[src/rtl/wb_port_arbiter.sv]
// Write-back port arbiter: EX and LSU share one register-file write port.
// LSU has fixed priority; EX gets a one-grant boost after STARVE_LIM lost cycles.
module wb_port_arbiter #(
  parameter int DW         = 32,
  parameter int AW         = 5,
  parameter int STARVE_LIM = 3
) (
  input  logic          clk,
  input  logic          rst,
  input  logic          ex_valid,
  output logic          ex_ready,
  input  logic [AW-1:0] ex_rd,
  input  logic [DW-1:0] ex_data,
  input  logic          lsu_valid,
  output logic          lsu_ready,
  input  logic [AW-1:0] lsu_rd,
  input  logic [DW-1:0] lsu_data,
  output logic          rf_we,
  output logic [AW-1:0] rf_waddr,
  output logic [DW-1:0] rf_wdata,
  output logic          ex_starved
);

  localparam int CW = $clog2(STARVE_LIM + 1);
  localparam logic [CW-1:0] LIM = CW'(STARVE_LIM);

  logic [CW-1:0] lose_cnt_q, lose_cnt_d;
  logic          rf_we_q, rf_we_d;
  logic [AW-1:0] rf_waddr_q, rf_waddr_d;
  logic [DW-1:0] rf_wdata_q, rf_wdata_d;
  logic          boost;

  // Boost comes from registered history only, so it is stable within a cycle.
  assign boost      = (lose_cnt_q >= LIM);
  assign ex_starved = boost && !rst;
  assign ex_ready   = !rst && ex_valid && (!lsu_valid || boost);
  assign lsu_ready  = !rst && lsu_valid && !(ex_valid && boost);

  always_comb begin
    lose_cnt_d = lose_cnt_q;
    if (!ex_valid || ex_ready) begin
      lose_cnt_d = '0;
    end else if (lose_cnt_q < LIM) begin
      lose_cnt_d = lose_cnt_q + CW'(1);
    end
  end

  // x0 writes complete the handshake and update addr/data, but never enable.
  always_comb begin
    rf_we_d    = 1'b0;
    rf_waddr_d = rf_waddr_q;
    rf_wdata_d = rf_wdata_q;
    if (ex_ready) begin
      rf_we_d    = (ex_rd != '0);
      rf_waddr_d = ex_rd;
      rf_wdata_d = ex_data;
    end else if (lsu_ready) begin
      rf_we_d    = (lsu_rd != '0);
      rf_waddr_d = lsu_rd;
      rf_wdata_d = lsu_data;
    end
  end

  always_ff @(posedge clk or posedge rst) begin
    if (rst) begin
      lose_cnt_q <= '0;
      rf_we_q    <= 1'b0;
      rf_waddr_q <= '0;
      rf_wdata_q <= '0;
    end else begin
      lose_cnt_q <= lose_cnt_d;
      rf_we_q    <= rf_we_d;
      rf_waddr_q <= rf_waddr_d;
      rf_wdata_q <= rf_wdata_d;
    end
  end

  assign rf_we    = rf_we_q;
  assign rf_waddr = rf_waddr_q;
  assign rf_wdata = rf_wdata_q;

endmodule

[config.mk]
export PLATFORM = sky130hd
export DESIGN_NAME = wb_port_arbiter
export DESIGN_NICKNAME = d
export VERILOG_FILES = /design/src/rtl/wb_port_arbiter.sv
export SDC_FILE = /design/constraint.sdc
export NUM_CORES = 1
export LEC_CHECK = 0
export CORE_MARGIN = 2
export CORE_UTILIZATION = 30
export DETAILED_ROUTE_END_ITERATION = 6
export GPL_TIMING_DRIVEN = 0
export PLACE_DENSITY = 0.64
export SYNTH_ARGS = -nofsm -noshare
export SYNTH_HDL_FRONTEND = slang
export SYNTH_SLANG_ARGS = --single-unit
[constraint.sdc]
create_clock -name clk -period 2.7 [get_ports clk]
set_input_delay 0.54 -clock clk [delete_from_list [all_inputs] [get_ports clk]]
set_output_delay 0.54 -clock clk [all_outputs]
set_load 0.005 [all_outputs]
==> results.py <==
metrics = {
    "setup_path": {
        "critPathMaxFanout": 10,
        "crit_path_end_kind": "primary output",
        "critPathArrivalTime_ps": 1900,
        "crit_path_start_kind": "input pin",
        "setup.worst_path.class": "in -> out",
        "required_ps": 2160,
    },
    "global_routing": {
        "grt_pass1_wl_mm": 12.5,
        "grt_max_degree": 50,
        "grt_usage_pct": 18.5,
        "grt_pass1_vias": 2432,
        "gr-total-overflow": 0,
        "antenna_found_initial": 0,
    },
    "synthesis": {
        "syn_nets": 326,
        "synthMuxAreaShare_pct": 0,
        "yosys.area_share.simple_pct": 9.68,
        "synth_compound_area_share_pct": 35.0,
        "syn_area_um2": 2290,
        "synth_adder_area_share_pct": 0.547,
        "yosysTopAreaCell": "dfrtp_1",
        "syn_area_per_cell_um2": 9.26,
        "yosys.cell_types.count": 25,
        "ys_seq_area_share_pct": 43.8,
        "netlist_instances": 247,
        "synth_warnings": 0,
        "ys_top_cells_by_area": "dfrtp_1 (44%), o2111ai_1 (14%), a31oi_1 (10%)",
        "synthXorXnorAreaFrac_pct": 0,
        "synth_top_family_by_area": "compound AO/OA/AOI/OAI gates",
        "ys_ff_latch": 40,
        "synth_top_area_share_pct": 43.8,
    },
    "timing": {
        "tightest_slew_ps": 1100,
        "setup_viol": 0,
        "slew_violations": 0,
        "min_period_ps": 2440,
        "finalCritPeriodShare_pct": 90.5,
        "finalHoldViolCount": 0,
        "grt_setup_unrepaired": "no",
        "timing.fmax_mhz": 409,
        "slew_headroom_pct": 26.9,
        "setup-tns-final_ps": 0,
        "finClkSkew_ps": 3.28,
    },
    "routing": {
        "vias": 2488,
        "drt-total-wl_mm": 7.82,
        "wl_per_cell_um": 16.6,
        "vias_per_cell": 5.29,
        "drt_iter0_drc": 112,
        "dr.pass1.iters": 4,
        "ant_nets": 0,
        "drcViolationCount": 0,
    },
    "cts": {
        "cts_tree": "built",
        "cts_sinks": 40,
        "htree_num_levels": 2,
        "clock_path_buffers": 2,
        "cts_hold_buf": 0,
        "cts_made_buffers": 5,
        "clk_latency_ps": 290,
        "root_buffer": "clkbuf_8",
        "path_clk_slew_ps": 80,
        "postCtsSetupBuffers": 0,
    },
    "finish": {
        "area_growth_pct": 61.7,
        "final_cell_mix": "clkdlybuf4s50_1 (115), nor2_1 (41), dfrtp_1 (40)",
        "n_antenna_cell": 0,
        "nets": 449,
        "filler_cell_count": 707,
        "drive_gt1_share_pct": 10.5,
        "mostFrequentLayoutCell": "clkdlybuf4s50_1",
        "multi_input_area_um2": 1030,
        "regArea_um2": 1000,
        "final_util_pct": 50.4,
    },
    "pwr": {
        "p_leak_nw": 1.36,
        "max-vdd-ir-drop_mv": 0.217,
        "powerDensity_nw_per_um2": 485,
        "finalPower_mw": 1.79,
    },
    "placement": {
        "port_buffers": 116,
        "routabilityCongestion": 0.762,
        "dp_hpwl_mm": 5.58,
    },
    "floorplanning": {
        "core_um2": 7330,
        "die_y_um": 91.3,
        "rows": 31,
        "pin_count": 119,
        "dieWidth_um": 91.3,
        "dieArea_um2": 8340,
        "start_util_pct": 31.2,
    },
    "min_path": {
        "hp-class": "in -> reg",
    },
    "status": {
        "status": "finished, final reports clean",
    },
    "job": {
        "cap_violations": 0,
    },
}
==> worst max-delay path: stages <==
cell             delay [ps]
dlygate4sd2_1           310
inv_1                    80
buf_4                   180
a211oi_2                230
clkdlybuf4s50_1         560
==> final cells by class <==
class	instances	share of cell area, %
clock buffers	7	2.61
multi-input cells	170	28.0
well taps	99	3.35
repair buffers	116	31.4
flip-flops and latches	40	27.1
inverters	2	0.203
plain buffers	35	6.60
clock inverters	1	0.812
==> where the power goes <==
| part | internal [mW] | leakage, nW | switching, mW | total, mW |
|---|---|---|---|---|
| logic | 0.316 | 0.849 | 0.209 | 0.525 |
| clock network | 0.327 | 0.0645 | 0.223 | 0.550 |
| registers | 0.676 | 0.451 | 0.0428 | 0.719 |
==> stage by stage <==
stage          setup slack (ps)  hold slack [ps]  instances  area (um^2)
2_1_floorplan               893              540        247         2290
3_3_place_gp              -4.73              529        462         3570
3_5_place_dp              -18.9              540        462         3570
4_1_cts                     252              541        470         3700
5_1_grt                     153              554        470         3700
6_report                    255              544        470         3700
==> cell usage after synthesis <==
cell        n
o21ba_4     1
buf_4       8
a211oi_2    1
a31oi_1    37
a21boi_0    1
clkbuf_4    1
inv_1       2
ha_1        1
buf_2       9
o2111ai_1  37
nor2_1     41
clkbuf_1    7
nand2_1     2
buf_1       1
nor2b_1     1
nand3_1     2
o21ai_1     4
and2_1      1
nor3_1      2
nand2b_4    1
nor2b_4     1
buf_6       9
dfrtp_1    40
a22o_1      1
o21ai_0    36
==> path summary, 6_finish.rpt <==
kind | startpoint | end | slack (ps) | depth (start not counted)
max | lsu_valid | lsu_ready | 260 | 5
min | rst | lose_cnt_q[0]$_DFFE_PP0P_ | 540 | 3
max reg2reg | lose_cnt_q[0]$_DFFE_PP0P_ | rf_wdata[31]$_DFFE_PP0P_ | 1020 | 6
min reg2reg | rf_wdata[1]$_DFFE_PP0P_ | rf_wdata[1]$_DFFE_PP0P_ | 550 | 2
max in group asynchronous | rst | rf_waddr[0]$_DFFE_PP0P_ | 1380 | 3
min in group asynchronous | rst | rf_wdata[8]$_DFFE_PP0P_ | 650 | 3
==> flip-flops by register name, summed over array words and instances, names as in the netlist <==
signal / flops
rf_we: 1
rf_wdata: 32
lose_cnt_q: 2
rf_waddr: 5
==> layer usage <==
metal	global-route usage (%)	share of wire, %
met5	0	0
met4	3.28	0.60
met3	5.23	6.6
met2	30.0	48
met1	25.0	44
==> cells by family after synthesis <==
| family | Yosys count |
|---|---|
| and+or+nand+nor | 51 |
| DFF | 40 |
| buffers and inverters | 37 |
| adders and majority gates | 1 |
| AOI/OAI and AO/OA | 118 |
==> repair_timing <==
action,4_1_cts,5_1_grt
hold endpoints to repair,0,0
setup endpoints to repair,1,0
resized for setup,1,0
Power figures use the tool's default switching activity.
